## src/rtl/lgv8_pipe_pkg.sv

```systemverilog
// Shared types and constants for the LEGv8 pipeline sequencer.
package lgv8_pipe_pkg;

  typedef enum logic {
    RUN      = 1'b0,
    MEM_WAIT = 1'b1
  } state_t;

  localparam logic [4:0] XZR_IDX = 5'd31;

  // One bit per pipeline register, IF_ID down to MEM_WB.
  typedef struct packed {
    logic if_id;
    logic id_ex;
    logic ex_mem;
    logic mem_wb;
  } pipe_en_t;

endpackage

```

## src/rtl/pipe_perf_cnt.sv

```systemverilog
// Stall and flush performance counters, wrapping modulo 2^CNT_W.
module pipe_perf_cnt #(
  parameter int unsigned CNT_W = 32
) (
  input  logic             clk,
  input  logic             rst_n,
  input  logic             stall_inc,
  input  logic             flush_inc,
  output logic [CNT_W-1:0] stall_cnt,
  output logic [CNT_W-1:0] flush_cnt
);

  always_ff @(posedge clk or negedge rst_n) begin
    if (!rst_n) begin
      stall_cnt <= '0;
      flush_cnt <= '0;
    end else begin
      if (stall_inc) stall_cnt <= stall_cnt + 1'b1;
      if (flush_inc) flush_cnt <= flush_cnt + 1'b1;
    end
  end

endmodule

```

## src/rtl/pipe_hazard_ctrl.sv

```systemverilog
// LEGv8 5-stage pipeline sequencer: memory wait, taken-branch flush and
// load-use stall, with performance counters and a sticky timeout flag.
module pipe_hazard_ctrl
  import lgv8_pipe_pkg::*;
#(
  parameter int unsigned CNT_W       = 32,
  parameter int unsigned MEM_TIMEOUT = 16
) (
  input  logic             clk,
  input  logic             rst_n,
  input  logic             id_ex_mem_read,
  input  logic [4:0]       id_ex_rd,
  input  logic [4:0]       if_id_rs1,
  input  logic [4:0]       if_id_rs2,
  input  logic             ex_mem_branch,
  input  logic             ex_mem_zero,
  input  logic             ex_mem_mem_read,
  input  logic             ex_mem_mem_write,
  input  logic             dmem_ready,
  output logic             dmem_req,
  output logic             pc_en,
  output logic             pc_sel_branch,
  output logic             if_id_en,
  output logic             id_ex_en,
  output logic             ex_mem_en,
  output logic             mem_wb_en,
  output logic             if_id_flush,
  output logic             id_ex_flush,
  output logic             ex_mem_flush,
  output logic             mem_wb_flush,
  output logic             err_timeout,
  output logic [CNT_W-1:0] stall_cnt,
  output logic [CNT_W-1:0] flush_cnt
);

  localparam logic [7:0] TIMEOUT_CNT = 8'(MEM_TIMEOUT);

  state_t     state, state_nxt;
  logic [7:0] wait_cnt, wait_nxt;
  logic       err_nxt;
  logic       mem_acc, taken, lu_hit, frozen;
  logic       stall_inc, flush_inc;
  pipe_en_t   en, flush;

  assign mem_acc = ex_mem_mem_read | ex_mem_mem_write;
  assign taken   = ex_mem_branch & ex_mem_zero;
  assign lu_hit  = id_ex_mem_read && (id_ex_rd != XZR_IDX) &&
                   ((id_ex_rd == if_id_rs1) || (id_ex_rd == if_id_rs2));

  always_comb begin
    state_nxt     = state;
    wait_nxt      = wait_cnt;
    err_nxt       = err_timeout;
    en            = '1;
    flush         = '0;
    pc_en         = 1'b1;
    pc_sel_branch = 1'b0;
    dmem_req      = 1'b0;
    frozen        = 1'b0;
    flush_inc     = 1'b0;

    case (state)
      RUN: begin
        dmem_req = mem_acc;
        if (mem_acc && !dmem_ready) begin
          frozen    = 1'b1;
          state_nxt = MEM_WAIT;
          wait_nxt  = 8'd1;
        end
      end
      MEM_WAIT: begin
        dmem_req = 1'b1;
        if (!dmem_ready) begin
          frozen = 1'b1;
          if (wait_cnt != 8'd255) wait_nxt = wait_cnt + 8'd1;
        end else begin
          state_nxt = RUN;
          wait_nxt  = '0;
        end
      end
      default: state_nxt = RUN;
    endcase

    if (frozen) begin
      pc_en         = 1'b0;
      en            = '0;
      en.mem_wb     = 1'b1;
      flush.mem_wb  = 1'b1;
      if (wait_nxt >= TIMEOUT_CNT) err_nxt = 1'b1;
    end else if (taken) begin
      // Branch squashes the load-use victim, so no stall alongside it.
      pc_sel_branch = 1'b1;
      flush.if_id   = 1'b1;
      flush.id_ex   = 1'b1;
      flush.ex_mem  = 1'b1;
      flush_inc     = 1'b1;
    end else if (lu_hit) begin
      pc_en       = 1'b0;
      en.if_id    = 1'b0;
      flush.id_ex = 1'b1;
    end

    // Reset overrides everything combinationally, independent of the clock.
    if (!rst_n) begin
      en            = '0;
      flush         = '1;
      pc_en         = 1'b0;
      pc_sel_branch = 1'b0;
      dmem_req      = 1'b0;
      flush_inc     = 1'b0;
    end
  end

  assign stall_inc = rst_n & ~pc_en;

  always_ff @(posedge clk or negedge rst_n) begin
    if (!rst_n) begin
      state       <= RUN;
      wait_cnt    <= '0;
      err_timeout <= 1'b0;
    end else begin
      state       <= state_nxt;
      wait_cnt    <= wait_nxt;
      err_timeout <= err_nxt;
    end
  end

  assign if_id_en     = en.if_id;
  assign id_ex_en     = en.id_ex;
  assign ex_mem_en    = en.ex_mem;
  assign mem_wb_en    = en.mem_wb;
  assign if_id_flush  = flush.if_id;
  assign id_ex_flush  = flush.id_ex;
  assign ex_mem_flush = flush.ex_mem;
  assign mem_wb_flush = flush.mem_wb;

  pipe_perf_cnt #(
    .CNT_W(CNT_W)
  ) u_perf (
    .clk      (clk),
    .rst_n    (rst_n),
    .stall_inc(stall_inc),
    .flush_inc(flush_inc),
    .stall_cnt(stall_cnt),
    .flush_cnt(flush_cnt)
  );

endmodule

```

## config.mk

```make
export PLATFORM = sky130hd
export DESIGN_NAME = pipe_hazard_ctrl
export DESIGN_NICKNAME = d
export VERILOG_FILES = /design/src/rtl/lgv8_pipe_pkg.sv /design/src/rtl/pipe_perf_cnt.sv /design/src/rtl/pipe_hazard_ctrl.sv
export SDC_FILE = /design/constraint.sdc
export NUM_CORES = 1
export LEC_CHECK = 0
export ABC_AREA = 1
export ABC_CLOCK_PERIOD_IN_PS = 2000
export CORE_ASPECT_RATIO = 1.2
export CORE_MARGIN = 10
export CORE_UTILIZATION = 50
export DETAILED_ROUTE_END_ITERATION = 16
export GPL_ROUTABILITY_DRIVEN = 0
export MAX_ROUTING_LAYER = met4
export PLACE_DENSITY_LB_ADDON = 0.12
export SLEW_MARGIN = 20
export SYNTH_ARGS = -nofsm -noshare
export SYNTH_HDL_FRONTEND = slang
export SYNTH_SLANG_ARGS = --single-unit
```

## constraint.sdc

```tcl
create_clock -name clk -period 2 [get_ports clk]
set_input_delay 0.2 -clock clk [delete_from_list [all_inputs] [get_ports clk]]
set_output_delay 0.2 -clock clk [all_outputs]
set_load 0.005 [all_outputs]
```

# Word level (Yosys, flattened, before mapping)
# Index checks and enable logic that the tools add are counted.
dict set report classes {
  add_sub_neg 3
  n_shift 0
  div 0
  bitwise 5
  mul 0
  eq_ne 4
  n_lt_le_gt_ge 1
  n_mux 23
  n_reduce_logical 6
}
# operator n
set op_table {}
lappend op_table {{$add A32 B1 Y32 const B} 2}
lappend op_table {{$mux W8} 3}
lappend op_table {{$pmux W8 S2} 1}
lappend op_table {{$mux W1} 13}
lappend op_table {{$eq A5 B5 Y1} 2}
lappend op_table {{$add A8 B1 Y8 const B} 1}
lappend op_table {{$ge A8 B5 Y1 const B} 1}
lappend op_table {{$mux W4} 2}
lappend op_table {{$ne A8 B8 Y1 const B} 1}
lappend op_table {{$mux W3} 2}
lappend op_table {{$ne A5 B5 Y1 const B} 1}
lappend op_table {{$pmux W1 S2} 2}
lappend op_table {{$logic_and A1 B1 Y1} 3}
lappend op_table {{$and A1 B1 Y1} 2}
lappend op_table {{$not A1 Y1} 2}
lappend op_table {{$reduce_and A2 Y1} 1}
lappend op_table {{$logic_not A1 Y1} 1}
lappend op_table {{$logic_or A1 B1 Y1} 1}
lappend op_table {{$or A1 B1 Y1} 1}
dict set report word_totals {
  wordCells 47
  ramBits 0
  out_inout_bits 76
  ff_bits 74
  n_memories 0
  latch_bits 0
  mem_bits_ro 0
}

# Logic depth before layout (Yosys ltp)
# Gate-level depths: netlist of run 1.
dict set report depth {
  ltp_word 9
  mapped_depth 12
  ltp_nobuf 11
}

# By module
# From an unflattened synthesis of run 1, not the netlist that was laid out.
dict set report unflattened {
  cells_unflattened 561
  hier_area_um2 4352.9
}
# mod instances seq_area_each_um2 area_each_um2 cells_per_inst
set by_module_without_submodules {}
lappend by_module_without_submodules {pipe_perf_cnt 1 1601.5 3493.4 428}
lappend by_module_without_submodules {pipe_hazard_ctrl 1 250.2 859.6 133}

# Worst setup path before layout of run 1
# No wires, ideal clock.
dict set report synth_path {
  kind {register to register}
  from {reg u_perf.stall_cnt[0]}
  to {reg u_perf.stall_cnt[28]}
  setup_ns 0.117
  slack_ns 0.472
  stages_incl_launch_ff 11
  arrival_ns 1.411
  required_time_ns 1.883
  path_cell_list {dfrtp_1 > ha_1 > inv_1 > nor2_4 > inv_1 > nor2_1 > nand2_1 > nand2_1 > nand2_1 > nand3_1 > nand2_1}
}
dict set report synth_between {
  elab_chain_cells 1
}
# element line
set synth_lines {}
lappend synth_lines {{start: declaration} pipe_perf_cnt.sv:9} ;# output logic [CNT_W-1:0] stall_cnt,
lappend synth_lines {{start signal: assignment} pipe_perf_cnt.sv:18} ;# if (stall_inc) stall_cnt <= stall_cnt + 1'b1;
lappend synth_lines {{$add A32 B1 Y32} pipe_perf_cnt.sv:18}
# Every way passes these cells.
# A chain may end at the register's enable or synchronous reset.

# Worst setup path in the final report of run 1
dict set report layout_path {
  from {reg state}
  to {out if_id_flush}
}
dict set report layout_between {
  elab_chain_cells 4
}
# element line
set layout_lines {}
lappend layout_lines {{start: declaration} pipe_hazard_ctrl.sv:38} ;# state_t state, state_nxt;
lappend layout_lines {{start signal: assignment} pipe_hazard_ctrl.sv:122} ;# state <= state_nxt;
lappend layout_lines {{$not A1 Y1} --}
lappend layout_lines {{$pmux W1 S2 (*)} pipe_hazard_ctrl.sv:62} ;# case (state)
lappend layout_lines {{$mux W3 (*)} pipe_hazard_ctrl.sv:84} ;# if (frozen) begin
lappend layout_lines {{$mux W4 (*)} pipe_hazard_ctrl.sv:104} ;# if (!rst_n) begin
lappend layout_lines {{end: declaration} pipe_hazard_ctrl.sv:27} ;# output logic if_id_flush,
# Every way passes the cells marked *; elsewhere a longest branch is shown, timed or not.

==> results of run 1 <==
[worst max-delay path: stages (launching register included)]
cell             delay [ns]
dfrtp_1                0.39
nand2_2                0.12
nand4_1                0.12
nand2_1                0.12
buf_4                  0.12
clkdlybuf4s50_1        0.50
[cell usage after synthesis, drive strengths merged]
master  count  area [sq um]
o22ai       1          6.26
nand3b     16           120
dfrtp      74          1850
a21boi      3          22.5
a21oi       3          15.0
nand2     325          1260
nand4      11          68.8
o21a        1          7.51
xor2       27           236
xnor2      13           114
nor2      110           470
clkbuf      1          3.75
nand3      60           305
ha          3          37.5
and2b       1          7.51
nor3       13          70.1
buf        17           133
inv        66           248
nor4        2          18.8
o21ai      20           111
o21bai      1          7.51
[state kept, by name, indices dropped and copies added, names as in the netlist]
register and count:
u_perf.flush_cnt 32, wait_cnt 8, err_timeout 1, state 1
u_perf.stall_cnt 32
[placed cells by master, fill, tap and decap left out, drive strengths merged, types with 8 or more instances in the layout]
cell | Yosys | routed
clkdlybuf4s50 | 0 | 87
nor2 | 110 | 110
nand3b | 16 | 16
nand2 | 325 | 325
inv | 66 | 66
buf | 17 | 16
clkbuf | 1 | 11
nor3 | 13 | 13
nand3 | 60 | 60
dfrtp | 74 | 74
o21ai | 20 | 20
nand4 | 11 | 11
xnor2 | 13 | 13
dlygate4sd2 | 0 | 8
xor2 | 27 | 27
[metrics by stage]
stage / worst slack, ns / power, mW / cells / hold WS [ns] / util [%]
floorplan: 0.472 / 2.20 / 768 / -0.0956 / -
finish: 0.0990 / 4.34 / 1006 / 0.126 / 65.3
global placement: -0.0834 / 2.67 / 987 / 0.104 / 62.0
global route: 0.00874 / 4.55 / 1006 / 0.199 / 65.3
CTS: 0.0135 / 4.37 / 1004 / 0.191 / 65.1
detailed placement: -0.160 / 2.69 / 987 / 0.109 / 62.0
[repair_timing]
action / 4_1_cts / 5_1_grt
endpoints found under the setup margin: 4 / 5
buffers inserted: 0 / 2
endpoints found under the hold margin: 15 / 0
hold buffers: 1 / 0
resized for setup: 10 / 2
cloned: 0 / 0
pin swaps: 1 / 2
[cells by family after synthesis]
logic type | after synthesis | share of synthesized area, %
simple gates | 538 | 45.4
compound gates | 29 | 3.33
buf+inv | 84 | 7.51
fa+ha+maj | 3 | 0.734
xor+xnor | 40 | 6.85
flops | 74 | 36.2
[metal layers]
metal | part of all wire [%] | up-vias | track usage [%] | wire (um)
met3 | 5.1 | 44 | 4.24 | 759
met4 | 3.6 | 0 | 9.19 | 537
met5 | 0 | - | - | 0
met2 | 51 | 162 | 35.4 | 7510
li1 | - | 2614 | - | -
met1 | 41 | 2436 | 22.8 | 6000
[how the worst min path moves through the flow]
stage / endpoint / slack (ns) / cells past startpoint
after global routing: u_perf.stall_cnt[31] / 0.20 / 2
after floorplan: err_timeout / -0.1 / 0
after global placement: state / 0.10 / 1
after CTS: u_perf.stall_cnt[31] / 0.19 / 2
after detailed placement: wait_cnt[0] / 0.11 / 1
final: u_perf.stall_cnt[31] / 0.13 / 2
[power by group]
group | switching [mW] | internal (mW)
clock | 0.642 | 1.03
sequential | 0.187 | 1.61
combinational | 0.450 | 0.418
[area by class of cell]
cell class | count | area [sq um]
tap | 126 | 158
multi-input combinational | 610 | 2880
timing repair buffer | 114 | 1100
sequential | 74 | 1850
clock inverter | 5 | 52.6
clock buffer | 11 | 253
fill | 885 | 3470
inverter | 66 | 248
==> results.json, run 1 <==
{
  "path_max_fanout": 3,
  "fin_area_sq_um": 6540,
  "syn_nets": 794,
  "crit_type": "flip-flop to primary output",
  "first_pass_iters": 7,
  "clkTransAtPathRegs_ns": 0.06,
  "synth.avg_cell_area_sq_um": 6.66,
  "hp-class": "primary input to asynchronous set/reset pin",
  "die_area_sq_um": 14700,
  "post-route-period-util_pct": 95.0,
  "initialDrtViolationCount": 254,
  "r2r_slack_ns": 0.24,
  "setup_viol": 0,
  "ios": 99,
  "crit_path_end": "if_id_flush",
  "synth_cell_types": 33,
  "cts_buffers": 9,
  "syn_to_final_growth_pct": 27.9,
  "cts_tree": "done",
  "fp.dieW_um": 112,
  "synth_seq_cells": 74,
  "core_region_area_sq_um": 10000,
  "powerDensity_nw_per_um2": 663,
  "worst-r2r-cell-count": 10,
  "layout-drive-gt1-share_pct": 7.16,
  "cp.arrival_ns": 1.70,
  "htreeDepth": 3,
  "vdd_drop_max_v": 0.000446,
  "tightest_slew_ns": 0.770,
  "first_global_vias": 5195,
  "dieHeight_um": 131,
  "fmax_mhz": 526,
  "maxCapViolCount": 0,
  "placed_cell_area_sq_um": 6210,
  "status": "complete, no violations",
  "routed-via-count": 5256,
  "r2r_start": "u_perf.stall_cnt[0]",
  "synth_cells": 768,
  "grt_antenna_before_repair": 0,
  "rows": 40,
  "grt_max_degree": 60,
  "wl_per_cell_um": 14.7,
  "cts.path.max_buffers": 2,
  "rr_endpoint": "u_perf.stall_cnt[28]",
  "wl_mm": 14.8,
  "drv_slew": 0,
  "worst_setup_path_start_kind": "flip-flop",
  "seq_area_frac_synth_pct": 36.2,
  "syn-cell-area_sq_um": 5110,
  "dp_hpwl_mm": 11.2,
  "ys_warn_count": 0,
  "critPathLaunch": "state",
  "grt_setup_unrepaired": "false",
  "required_ns": 1.80,
  "final_net_count": 901,
  "start_util_pct": 51.1,
  "cts_sinks": 74,
  "track_usage_pct": 20.6,
  "drc": 0,
  "skew_ns": 0.00623,
  "cts_root_buffer": "clkbuf_16",
  "worstSetupEndpointType": "primary output",
  "io_buffers": 98,
  "period_minus_slack_ns": 1.90,
  "grt-ovfl-total": 0,
  "grt_pass1_wl_mm": 24.5,
  "drtAntennaViolNets": 0,
  "antenna_cells": 0,
  "hold_viol": 0,
  "tns_ns": 0,
  "leakagePower_nw": 3.12,
  "via_per_inst": 5.22,
  "worstSkewPairLatency_ns": 0.33,
  "relSlewSlack_pct": 48.7
}
(Power assumes the default switching activity.)
==> inputs of run 2 (changes only) <==
--- a/config.mk
+++ b/config.mk
@@ -6,7 +6,6 @@
 export NUM_CORES = 1
 export LEC_CHECK = 0
 export ABC_AREA = 1
-export ABC_CLOCK_PERIOD_IN_PS = 2000
 export CORE_ASPECT_RATIO = 1.2
 export CORE_MARGIN = 10
 export CORE_UTILIZATION = 50
@@ -14,7 +13,6 @@
 export GPL_ROUTABILITY_DRIVEN = 0
 export MAX_ROUTING_LAYER = met4
 export PLACE_DENSITY_LB_ADDON = 0.12
-export SLEW_MARGIN = 20
 export SYNTH_ARGS = -nofsm -noshare
 export SYNTH_HDL_FRONTEND = slang
 export SYNTH_SLANG_ARGS = --single-unit
==> results of run 2 <==
Final layout, timing and power as in run 1 (identical DEF).
==> inputs of run 3 (changes only) <==
--- a/config.mk
+++ b/config.mk
@@ -6,13 +6,13 @@
 export NUM_CORES = 1
 export LEC_CHECK = 0
 export ABC_AREA = 1
-export CORE_ASPECT_RATIO = 1.2
+export CORE_ASPECT_RATIO = 1.1
 export CORE_MARGIN = 10
 export CORE_UTILIZATION = 50
 export DETAILED_ROUTE_END_ITERATION = 16
 export GPL_ROUTABILITY_DRIVEN = 0
 export MAX_ROUTING_LAYER = met4
-export PLACE_DENSITY_LB_ADDON = 0.12
+export PLACE_DENSITY = 0.8
 export SYNTH_ARGS = -nofsm -noshare
 export SYNTH_HDL_FRONTEND = slang
 export SYNTH_SLANG_ARGS = --single-unit
==> run 3 against run 2 <==
Against the previous run:
- clock-buffer cell count is the same
- non-clock buffer count unchanged
- die area barely moved
- power down 11%
- via count up 0.65%
- register-to-register slack got worse by 0.02 ns
- combinational power about the same
- critical path type unchanged
- largest cell class unchanged
- sequential share of layout area rose by 0.38 points
==> results.json, run 3 (synthesized netlist as in run 1, its figures left out) <==
{
  "grt_antenna_before_repair": 0,
  "maxCapViolCount": 0,
  "cts_root_buffer": "clkbuf_8",
  "hold_depth": 3,
  "drv_slew": 0,
  "critPathSlowestCell": "clkdlybuf4s50_1",
  "fp.dieW_um": 116,
  "final_net_count": 901,
  "placed_cell_area_sq_um": 6200,
  "dp.cells": 979,
  "worst-r2r-cell-count": 10,
  "grt.busiest_layer": "met2",
  "drc": 0,
  "path_delay_family": "buffers and inverters",
  "hold_viol": 0,
  "wl_mm": 14.5,
  "multi_input_area_sq_um": 2890,
  "cts_tree": "done",
  "first_pass_iters": 7,
  "first_global_vias": 5164,
  "rows": 38,
  "htreeDepth": 3,
  "max_stage_delay_ns": 0.50,
  "n_fill_cell": 892,
  "wl_per_cell_um": 14.5,
  "hp-start": "ex_mem_mem_read",
  "status": "complete, no violations",
  "syn_to_final_growth_pct": 26.2,
  "regArea_sq_um": 1850,
  "layout-drive-gt1-share_pct": 7.27,
  "instances_no_fill": 1000,
  "track_usage_pct": 20.3,
  "final_common_cell": "nand2_1",
  "fmax_mhz": 513,
  "worstPathCellList": "nand2_2, nand2_4, nor2_4, nand2_4, inv_2, clkdlybuf4s50_1",
  "post-route-period-util_pct": 97.5,
  "worstSetupEndpointType": "primary output",
  "vdd_drop_max_v": 0.000401,
  "layout_common_cells": "316 x nand2_1, 95 x nor2_1, 86 x clkdlybuf4s50_1, 74 x dfrtp_1, 61 x inv_1",
  "routed-via-count": 5290,
  "reg_top3": "u_perf.flush_cnt (32), u_perf.stall_cnt (32), wait_cnt (8)",
  "tightest_slew_ns": 0.598,
  "path_buf_inv": 2,
  "skew_ns": 0.0129,
  "crit_type": "flip-flop to primary output",
  "min_to": "state",
  "crit_path_frequent_cell": "nand2_4",
  "dieHeight_um": 126,
  "required_ns": 1.80,
  "period_minus_slack_ns": 1.95,
  "path_max_fanout": 6,
  "powerDensity_nw_per_um2": 601,
  "worstSkewPairLatency_ns": 0.36,
  "grt-ovfl-total": 0,
  "antenna_cells": 0,
  "grt_max_degree": 47,
  "ios": 99,
  "r2r_slack_ns": 0.22,
  "setup_viol": 0,
  "use_met2_pct": 33.7,
  "fin_area_sq_um": 6450,
  "rr_endpoint": "u_perf.stall_cnt[28]",
  "cts_buffers": 9,
  "grt_use_met1_pct": 23.5,
  "die_area_sq_um": 14700,
  "hp-class": "primary input to flip-flop",
  "use_met3_pct": 3.47,
  "clkTransAtPathRegs_ns": 0.08,
  "core_region_area_sq_um": 9940,
  "via_per_inst": 5.29,
  "initialDrtViolationCount": 333,
  "start_util_pct": 51.4,
  "relSlewSlack_pct": 60.1,
  "leakagePower_nw": 3.08,
  "drtAntennaViolNets": 0,
  "worst_setup_path_start_kind": "flip-flop",
  "grt_pass1_wl_mm": 23.9,
  "dp_hpwl_mm": 11.1,
  "cts.path.max_buffers": 2,
  "r2r_start": "u_perf.stall_cnt[0]",
  "cts_sinks": 74,
  "cp.arrival_ns": 1.75,
  "io_buffers": 98
}
## run 3: cell types whose count changed in the layout (fill, tap and decap cells not counted), sizes merged
cell           delta
dlygate4sd3       +1
buf               -1
dlymetal6s2s      +1
clkdlybuf4s50     -1
## run 3: tightest hold or removal path, cell delays in order
cell and delay [ns]:
dlymetal6s2s_1 0.15, o21ai_4 0.10, nand2_4 0.10
## run 3: what timing repair did
action / in CTS / in global routing
setup buffers: 0 / 3
endpoints found under the setup margin: 8 / 11
endpoints found under the hold margin: 11 / 0
pin swaps: 1 / 4
gates resized for setup: 10 / 5
cloned: 0 / 0
hold buffers: 2 / 0
## run 3: final cells by class
class                   instances  area share, %
clock buffers                  11           2.35
clock inverters                 5          0.814
inverters                      66           3.84
multi-input cells             610           44.7
flip-flops and latches         74           28.7
well taps                     120           2.33
repair buffers                114           17.3
## run 3: through the flow
step	hold slack, ns	setup TNS [ns]	setup WS, ns	util [%]	total power, mW
2_1_floorplan	-0.0956	0	0.472	-	2.20
3_3_place_gp	0.0758	-5.80	-0.175	62.4	2.64
3_5_place_dp	0.0792	-8.83	-0.289	62.4	2.67
4_1_cts	0.472	0	0.00838	64.6	3.90
5_1_grt	0.256	-0.0131	-0.0131	64.9	4.08
6_report	0.247	0	0.0496	64.9	3.88
## run 3: worst max-delay path by stage
| stage | startpoint | endpoint | cells past startpoint |
|---|---|---|---|
| 2_1_floorplan | u_perf.stall_cnt[0] | u_perf.stall_cnt[28] | 10 |
| 3_3_place_gp | id_ex_rd[3] | u_perf.stall_cnt[6] | 13 |
| 3_5_place_dp | id_ex_rd[1] | u_perf.stall_cnt[30] | 13 |
| 4_1_cts | state | pc_sel_branch | 6 |
| 5_1_grt | state | pc_sel_branch | 6 |
| 6_report | state | pc_sel_branch | 6 |
## run 3: per-layer routing
layer / share of wire (%) / wire (um)
met1: 41 / 5980
met2: 50 / 7260
met3: 6.2 / 900
met4: 2.8 / 401
met5: 0 / 0
## run 3: power by group
part,internal (mW),total (mW),switching [mW],leakage [nW]
clock network,0.638,1.23,0.593,0.105
logic,0.415,0.867,0.453,1.97
registers,1.61,1.78,0.171,1.00
total,2.66,3.88,1.22,3.08
